[config.mk]
export PLATFORM = sky130hd
export DESIGN_NAME = hack_alu_sequencer
export DESIGN_NICKNAME = d
export VERILOG_FILES = /design/src/rtl/hack_alu_sequencer.sv
export SDC_FILE = /design/constraint.sdc
export NUM_CORES = 1
export LEC_CHECK = 0
export ABC_AREA = 1
export BUFFER_PORTS_ARGS = -buffer_cell sky130_fd_sc_hd__buf_2
export CAP_MARGIN = 10
export CORE_AREA = 4 4 114 116
export DETAILED_ROUTE_END_ITERATION = 6
export DIE_AREA = 0 0 118 120
export PLACE_DENSITY = 0.64
export SLEW_MARGIN = 20
export SYNTH_ARGS = -nofsm -noshare
export SYNTH_HDL_FRONTEND = slang
export SYNTH_SLANG_ARGS = --single-unit
[constraint.sdc]
create_clock -name clk -period 1.6 [get_ports clk]
set_clock_uncertainty 0.15 [all_clocks]
set_input_delay 0.32 -clock clk [delete_from_list [all_inputs] [get_ports clk]]
set_output_delay 0.32 -clock clk [all_outputs]
set_load 0.05 [all_outputs]
[src/rtl/hack_alu_sequencer.sv]
// Execute-stage controller for the Hack CPU: decodes A/C instructions, drives an external ALU, retires results.
// Optional macro HACK_ALU_CHECK_EN builds a shadow ALU that raises a sticky alu_err on any result mismatch.
module hack_alu_sequencer #(
  parameter int                 WIDTH   = 16,
  parameter int                 ADDR_W  = 15,
  parameter logic [WIDTH-1:0]   RESET_A = '0
) (
  input  logic              clk,
  input  logic              reset,
  input  logic              instr_valid,
  input  logic [WIDTH-1:0]  instr,
  output logic              instr_ready,
  input  logic [WIDTH-1:0]  inM,
  output logic [WIDTH-1:0]  alu_x,
  output logic [WIDTH-1:0]  alu_y,
  output logic              alu_zx,
  output logic              alu_nx,
  output logic              alu_zy,
  output logic              alu_ny,
  output logic              alu_f,
  output logic              alu_no,
  input  logic [WIDTH-1:0]  alu_out,
  input  logic              alu_zr,
  input  logic              alu_ng,
  output logic [WIDTH-1:0]  outM,
  output logic              writeM,
  output logic [ADDR_W-1:0] addressM,
  output logic [WIDTH-1:0]  regA,
  output logic [WIDTH-1:0]  regD,
  output logic              done,
  output logic              jump,
  output logic [ADDR_W-1:0] jump_addr,
  output logic              alu_err
);

  typedef enum logic {IDLE, EXEC} stateT;

  stateT             state;
  logic [12:0]       cReg;       // a-bit, comp[5:0], dest[2:0], jump[2:0] of the latched C-instruction
  logic [WIDTH-1:0]  aluXHold;
  logic [WIDTH-1:0]  aluYHold;
  logic [WIDTH-1:0]  yLive;
  logic              inExec;
  logic              accept;
  logic              takeJump;

  assign inExec      = (state == EXEC);
  assign instr_ready = (state == IDLE) & ~reset;
  assign accept      = instr_valid & instr_ready;

  assign yLive = cReg[12] ? inM : regA;
  assign alu_x = inExec ? regD  : aluXHold;
  assign alu_y = inExec ? yLive : aluYHold;

  assign {alu_zx, alu_nx, alu_zy, alu_ny, alu_f, alu_no} = cReg[11:6];

  assign outM     = alu_out;
  assign writeM   = inExec & cReg[3] & ~reset;
  assign addressM = regA[ADDR_W-1:0];

  assign takeJump = (cReg[2] & alu_ng) | (cReg[1] & alu_zr) | (cReg[0] & ~alu_ng & ~alu_zr);

  always_ff @(posedge clk) begin
    if (reset) begin
      state     <= IDLE;
      regA      <= RESET_A;
      regD      <= '0;
      cReg      <= '0;
      aluXHold  <= '0;
      aluYHold  <= '0;
      done      <= 1'b0;
      jump      <= 1'b0;
      jump_addr <= '0;
    end else begin
      done <= 1'b0;
      jump <= 1'b0;
      case (state)
        IDLE: begin
          if (accept) begin
            if (!instr[WIDTH-1]) begin
              regA <= instr;
              done <= 1'b1;
            end else begin
              cReg  <= instr[12:0];
              state <= EXEC;
            end
          end
        end
        EXEC: begin
          // Jump target and M address use A as it was before this instruction writes it.
          if (cReg[5]) regA <= alu_out;
          if (cReg[4]) regD <= alu_out;
          aluXHold  <= regD;
          aluYHold  <= yLive;
          done      <= 1'b1;
          jump      <= takeJump;
          jump_addr <= regA[ADDR_W-1:0];
          state     <= IDLE;
        end
        default: state <= IDLE;
      endcase
    end
  end

`ifdef HACK_ALU_CHECK_EN
  logic [WIDTH-1:0] modelX;
  logic [WIDTH-1:0] modelY;
  logic [WIDTH-1:0] modelOut;
  logic             aluMismatch;
  logic             aluErr;

  always_comb begin
    modelX = cReg[11] ? '0 : alu_x;
    if (cReg[10]) modelX = ~modelX;
    modelY = cReg[9] ? '0 : alu_y;
    if (cReg[8]) modelY = ~modelY;
    modelOut = cReg[7] ? (modelX + modelY) : (modelX & modelY);
    if (cReg[6]) modelOut = ~modelOut;
    aluMismatch = (modelOut != alu_out) | (alu_zr != (modelOut == '0)) |
                  (alu_ng != modelOut[WIDTH-1]);
  end

  always_ff @(posedge clk) begin
    if (reset)                       aluErr <= 1'b0;
    else if (inExec && aluMismatch)  aluErr <= 1'b1;
  end

  assign alu_err = aluErr;
`else
  assign alu_err = 1'b0;
`endif

endmodule

Word level (Yosys, flattened, before mapping). Cells that the tools add are included.

Mux-type cells: 13. Reductions and logical operators: 4. Equality and inequality tests: 3. Bitwise operators: 14.

Operators with widths (count): 16-bit two-way mux (6); 16-bit case mux with 2 select lines (1); 1-bit bitwise AND (8); 3-bit AND reduction (2); 1-bit two-way mux (4); 2-bit inequality test, second input constant (2); 1-bit NOT (4); 1-bit case mux with 2 select lines (2); 2-bit by 1-bit inequality test with 1-bit output, second input constant (1); 1-bit bitwise OR (2); 2-bit AND reduction (1); 2-bit OR reduction (1).

Flip-flop bits (word level): 95. Output and inout port bits: 121. Word-level logic and storage cells: 43.

Logic depth before layout (Yosys ltp). Gate-level depths: netlist of the first run.

Depth after elaboration: 5. Depth in mapped cells: 8. Mapped depth without buffers: 6.

Worst setup path after synthesis of the first run. OpenSTA, ideal clock, no wires.

Path type: register to output. From: register regA[15]. To: output alu_y[15]. Data required time: 1130 ps. Cell stages (with the launch flop): 3. Setup slack: -753 ps. Data arrival time: 1883 ps. Path through: dfxtp_1 o21ai_0 o21ai_0.

Cells in the longest elaborated chain, start to end: 2.

Ends and longest elaborated chain: from (decl) (line 28) `output logic [WIDTH-1:0] regA,`; from (signal assigned) (line 81) `regA <= instr;`; from (signal assigned) (line 91) `if (cReg[5]) regA <= alu_out;`; 16-bit two-way mux (line 51) `assign yLive = cReg[12] ? inM : regA;`; 16-bit two-way mux (line 53) `assign alu_y = inExec ? yLive : aluYHold;`; to (decl) (line 15) `output logic [WIDTH-1:0] alu_y,`.

No other way between the ends.

Worst setup path in the final report of the first run.
From: register cReg[12]. To: output alu_y[12].

Cells in the longest elaborated chain, start to end: 2.

Ends and longest elaborated chain: from (decl) (line 39) `logic [12:0] cReg;`; from (signal assigned) (line 84) `cReg <= instr[12:0];`; 16-bit two-way mux (line 51); 16-bit two-way mux (line 53).

No other way between the ends.

==> results of run 1 <==
-- per-stage QoR --
step           setup TNS [ns]  worst slack [ns]  total power [mW]
2_1_floorplan         -0.0744           -0.0744              3.26
3_3_place_gp           -0.208           -0.0280              3.49
3_5_place_dp           -0.365           -0.0423              3.49
4_1_cts                 -5.75            -0.221              6.24
5_1_grt                 -8.92            -0.325              6.52
6_report                -7.08            -0.269              6.30
-- Yosys cell counts (all sizes together) --
cell type    n  area share
a21oi       45       0.063
a31oi        1      0.0015
and2         1      0.0015
buf         58       0.096
clkbuf       6      0.0054
conb         1     0.00091
dfxtp       95        0.46
inv         24       0.022
nand2      226        0.21
nand3        3      0.0079
nand3b       2      0.0036
nand4        1      0.0015
nor2        65       0.063
o21ai       51       0.062
o21bai       1      0.0027
-- power by group --
part | internal, mW | leakage [nW] | switching, mW
sequential | 2.43 | 0.777 | 0.0464
clock | 1.77 | 0.182 | 0.915
combinational | 0.347 | 2.31 | 0.790
total | 4.55 | 3.27 | 1.75
-- sequential cells by signal (all words and copies together), names as in the netlist --
name and count:
regD 16, cReg 13, jump 1, aluYHold 16, done 1, regA 16, inExec 1, jump_addr 15
aluXHold 16
-- routing by layer --
| metal | up-vias | part of all wire | GRT usage |
|---|---|---|---|
| met3 | 21 | 0.058 | 0.0434 |
| met4 | 2 | 0.019 | 0.0571 |
| li1 | 2110 | - | - |
| met2 | 139 | 0.49 | 0.304 |
| met5 | - | 0.00094 | 0 |
| met1 | 1937 | 0.43 | 0.221 |
-- final timing paths --
check                                    from             to  slack [ns]  cells after the start
worst min register to register  jump_addr[14]  jump_addr[14]        0.31                      2
worst min-delay path                 instr[8]        cReg[8]        0.09                      3
worst max-delay path                 cReg[12]      alu_y[12]       -0.27                      5
worst max register to register         inExec        regA[7]        0.05                      7
-- repair_timing --
action | in CTS | in global routing
resized for setup | 140 | 91
gates cloned | 2 | 6
setup endpoints to repair | 35 | 54
setup buffers | 5 | 10
pin swaps | 7 | 23
hold endpoints to repair | 0 | 0
-- worst register-to-register path, cell delays in order, from the launching register on --
cell       delay [ns]
dfxtp_4          0.43
clkinv_8         0.11
buf_4            0.15
bufbuf_16        0.27
nand2_1          0.06
nand2_1          0.09
nor2_2           0.13
nor2_1           0.05
-- final cells by class --
type	count	area [um^2]
fillers	1095	5410
multi-input cells	397	2180
flip-flops and latches	95	1930
repair buffers	213	1720
clock buffers	11	253
well taps	147	184
clock inverters	5	128
inverters	24	108
diodes	1	2.50
-- cell families (layout without fill, tap and decap cells) --
logic type | after synthesis | count (layout)
other cells | 1 | 2
compound gates | 98 | 98
flops | 95 | 95
simple gates | 298 | 298
buf+inv | 88 | 253
==> impl_results.md, run 1 <==
- Largest family of logic cells by synthesized area: simple AND/OR/NAND/NOR gates
- Hpwl dp: slightly below 10,000 um
- Failing checks: negative setup slack
- Routed length per instance: 15.5 um
- First-pass GRT wire length: 20,100 um
- CP max FO: 6
- Adder-Cell Fraction of Synth Area: 0
- #FFs+latches synth: 95
- Commonest cells after routing, fill and taps aside: nand2_1 (148), buf_2 (138), dfxtp_1 (78)
- Clock root buffer: clkbuf_16
- Die H: around 120 um
- CTS tree: yes
- Compound-Gate Fraction of Synth Area: 0.128
- CTS clock-pin slew for the worst setup and hold paths: approximately 0.070 ns
- Post-route ant nets: 0
- Ys Warns: 0
- Largest net degree at the start of global routing: 38
- CORE AREA: 0.0119 mm^2
- Post-layout instance area: 0.00651 mm^2
- Clock sink count: 95
- Vias per inst: roughly 4.7
- Max Freq: 0.535 GHz
- Cell Rows: 40
- Post-synthesis sequential area ratio: 0.459
- Pwr dens: 968 mW/mm^2
- Die Wd: 118 um
- Run status: finished with violations
- Tot GR Track Use: 0.178
- Dpl cells: 854
- Max Cap Viol: 0
- Die area: 0.0142 mm^2
- Syn Area/Cell: between 7 and 8 um^2
- Crit path kind: register to output port
- RSZ-0062 raised after global routing: true
- Fin Hold WS: approximately 0.09 ns
- Fraction of layout instances using a drive strength above 1: 0.481
- Max clock buf depth: 2
- Gpl congestion: slightly above 0.8
- Max-slew violation count: 0
- Req. time, crit path: 1.13 ns
- Area delta synth->final: 57.1%
- Grt ovf: 0
- Peak supply drop: 469 uV
- Initial antenna violation count: 2
- Cell count after synthesis: between 500 and 600
- Total CTS buffers: 9
- WL final: 13,800 um
- Worst Hold Class: input port to register
- Hold_buf cts: 0
- Detailed Route Iter0 Violations: 222
- PortBufs: 172
- Tcrit/Tclk final: 1.17
- Io pins: between 150 and 200
- Largest stage delay, worst path: 0.40 ns
- DR pass1 iterations: 4
- Critical Path Start Type: register
- Initial core utilization: 0.348
- Dpl cell area: 0.00508 mm^2
- Leak: 3.27 nW
- Final hold violations: 0
- Synth Area in XOR/XNOR: 0
- Final Util: 0.546
- Post-synth cell types: 24
- Setup ws final: -0.269 ns
- DRC viols: 0
- Vias in the first global route: between 3,000 and 4,000
- Non-Filler Instances: between 800 and 900
- Syn Std Cell Area: 0.00414 mm^2
- Mux contribution to synthesized area: 0
- Critical path's slowest cell: dfxtp_4
- Final nets: 793
- Final worst path period need: ~1.9 ns
- Critical path data arrival time: about 1.4 ns
- H-tree levels: 3
- Net Count, Synth: approximately 630
- Sum of buffers and inverters on the critical path: 2
- Clock latency on the worst-skew pair: 0.33 ns
- Synth Area in Simple Gates: 0.288
- CP top delay family: flip-flops
- Via count: roughly 4,200
- # setup viols final: 34
- Commonest non-fill, non-tap cell in the layout: nand2_1
- Critical Path End Type: output port
- Worst-path cell chain: buf_2, o21ai_1, nand2_1, nand2_2, buf_8
No activity file was read; power rests on OpenSTA's default activity.
==> run 2: changes to the inputs <==
CORE_AREA = 4 4 99 101   (was 4 4 114 116)
DIE_AREA = 0 0 103 105   (was 0 0 118 120)
PLACE_DENSITY = 0.81   (was 0.64)
==> impl_results.md, run 2 (synthesis gave the netlist of run 1 again) <==
- H-tree levels: 3
- Run status: finished with violations
- CTS clock-pin slew for the worst setup and hold paths: approximately 0.09 ns
- CP top delay family: flip-flops
- WL final: about 14,000 um
- # setup viols final: 34
- CTS tree: yes
- Initial core utilization: 0.459
- Hpwl dp: 9250 um
- Die area: 0.0108 mm^2
- Die H: 105 um
- Initial antenna violation count: 0
- Max-slew violation count: 0
- Commonest non-fill, non-tap cell in the layout: nand2_1
- Non-Filler Instances: ~860
- Setup ws final: -0.284 ns
- Failing checks: negative setup slack
- Largest stage delay, worst path: 0.40 ns
- Hold endpoint: cReg[0]
- DR pass1 iterations: 5
- Worst Max-Slew Pin Slew: 0.538 ns
- Die Wd: between 100 and 150 um
- Grt ovf: 0
- Via count: 4,409
- Max Freq: 0.531 GHz
- N_diodes: 0
- Setup Total Neg Slack: -7.55 ns
- First-pass GRT wire length: 20,200 um
- Req. time, crit path: 1.13 ns
- Tcrit/Tclk final: 1.18
- Area delta synth->final: 47.8%
- CP max FO: 8
- Critical path's slowest cell: dfxtp_4
- Post-layout instance area: ~0.0061 mm^2
- Critical path data arrival time: between 1 and 1.5 ns
- Worst-path cell chain: clkbuf_16, o21ai_1, nand2_1, nand2_2, buf_8
- DRC viols: 0
- FF-to-FF Start: inExec
- Slew headroom: 0.642
- Hold path depth: 3
- Total CTS buffers: 9
- Fillers: 710
- PortBufs: 172
- Hold Startpoint: instr[0]
- Pwr dens: 843 mW/mm^2
- Io pins: about 170
- Final nets: 796
- RR Endpoint: cReg[10]
- Max Cap Viol: 0
- Dpl cell area: 0.00503 mm^2
- Clock root buffer: clkbuf_8
- Final worst path period need: between 1.5 and 2 ns
- Sum of buffers and inverters on the critical path: 2
- Max clock buf depth: 2
- Peak supply drop: 494 uV
- Vias in the first global route: 4,171
- Routed length per instance: approximately 17 um
- R2R cell count: 8
- Crit path kind: register to output port
- Commonest cells after routing, fill and taps aside: nand2_1 (151), buf_2 (137), dfxtp_1 (78)
- Tot GR Track Use: 0.238
- Largest net degree at the start of global routing: 42
- RSZ-0062 raised after global routing: true
- CORE AREA: 0.00902 mm^2
- Fraction of layout instances using a drive strength above 1: 0.470
- Clock latency on the worst-skew pair: 0.35 ns
- Critical Path Start Type: register
- Critical Path End Type: output port
- Gpl congestion: 0.819
- Leak: roughly 3.0 nW
- Final hold violations: 0
- Worst Hold Class: input port to register
- Vias per inst: 5.14
- Place WS: -0.0701 ns
- Hold_buf cts: 0
- Post-route ant nets: 0
- Detailed Route Iter0 Violations: 271
- Dpl cells: 817
- Cell Rows: 35
- Flop2flop setup slack: 0.02 ns
- Clock sink count: 95
run 2: layout make-up:
type | instances | area [um^2] | area share
clock buffer | 12 | 135 | 0.0221
clock inverter | 3 | 45.0 | 0.00736
timing repair buffer | 216 | 1760 | 0.288
inverter | 24 | 103 | 0.0168
sequential | 95 | 1930 | 0.315
multi-input combinational | 397 | 2010 | 0.328
tap | 111 | 139 | 0.0227
run 2: power breakdown:
| part | total [mW] | internal (mW) | switching, mW |
|---|---|---|---|
| logic | 1.14 | 0.348 | 0.791 |
| registers | 2.48 | 2.43 | 0.0486 |
| clock network | 1.55 | 0.718 | 0.829 |
run 2: what timing repair did:
action | 4_1_cts | 5_1_grt
gates resized for setup | 121 | 87
buffers inserted | 9 | 10
pin swaps | 2 | 19
setup endpoints to repair | 34 | 51
gates cloned | 3 | 5
run 2: worst max path at each step:
stage / end / startpoint / slack (ns) / cells after the start
after global placement: alu_y[0] / cReg[12] / 0.06 / 6
after CTS: alu_y[13] / inExec / -0.28 / 4
final: alu_y[12] / cReg[12] / -0.28 / 5
after detailed placement: alu_y[14] / cReg[12] / -0.07 / 6
after global routing: alu_y[2] / cReg[12] / -0.34 / 5
after floorplan: alu_y[15] / regA[15] / -0.07 / 2
run 2: worst reg2reg max path, cell delays in order (launching register included):
cell and delay [ns]:
dfxtp_4 0.41, buf_12 0.17, buf_8 0.13, nor2_8 0.09, buf_6 0.12, nand3_4 0.09
buf_6 0.16, nand2_1 0.08, a21oi_2 0.06
run 2: per-stage QoR:
step           hold slack, ns   util  power, mW
2_1_floorplan           0.293      -       3.26
3_3_place_gp            0.288  0.558       3.47
3_5_place_dp            0.304  0.558       3.49
4_1_cts                0.0706  0.633       5.06
5_1_grt                0.0643  0.678       5.36
6_report               0.0747  0.678       5.16
run 2: metal layers:
metal  vias up  wire, um  global-route usage
li1       2106         -                   -
met1      2044      5650               0.284
met2       209      7190               0.414
met3        50       895              0.0494
met4         0       585              0.0833
met5         -         0                   0
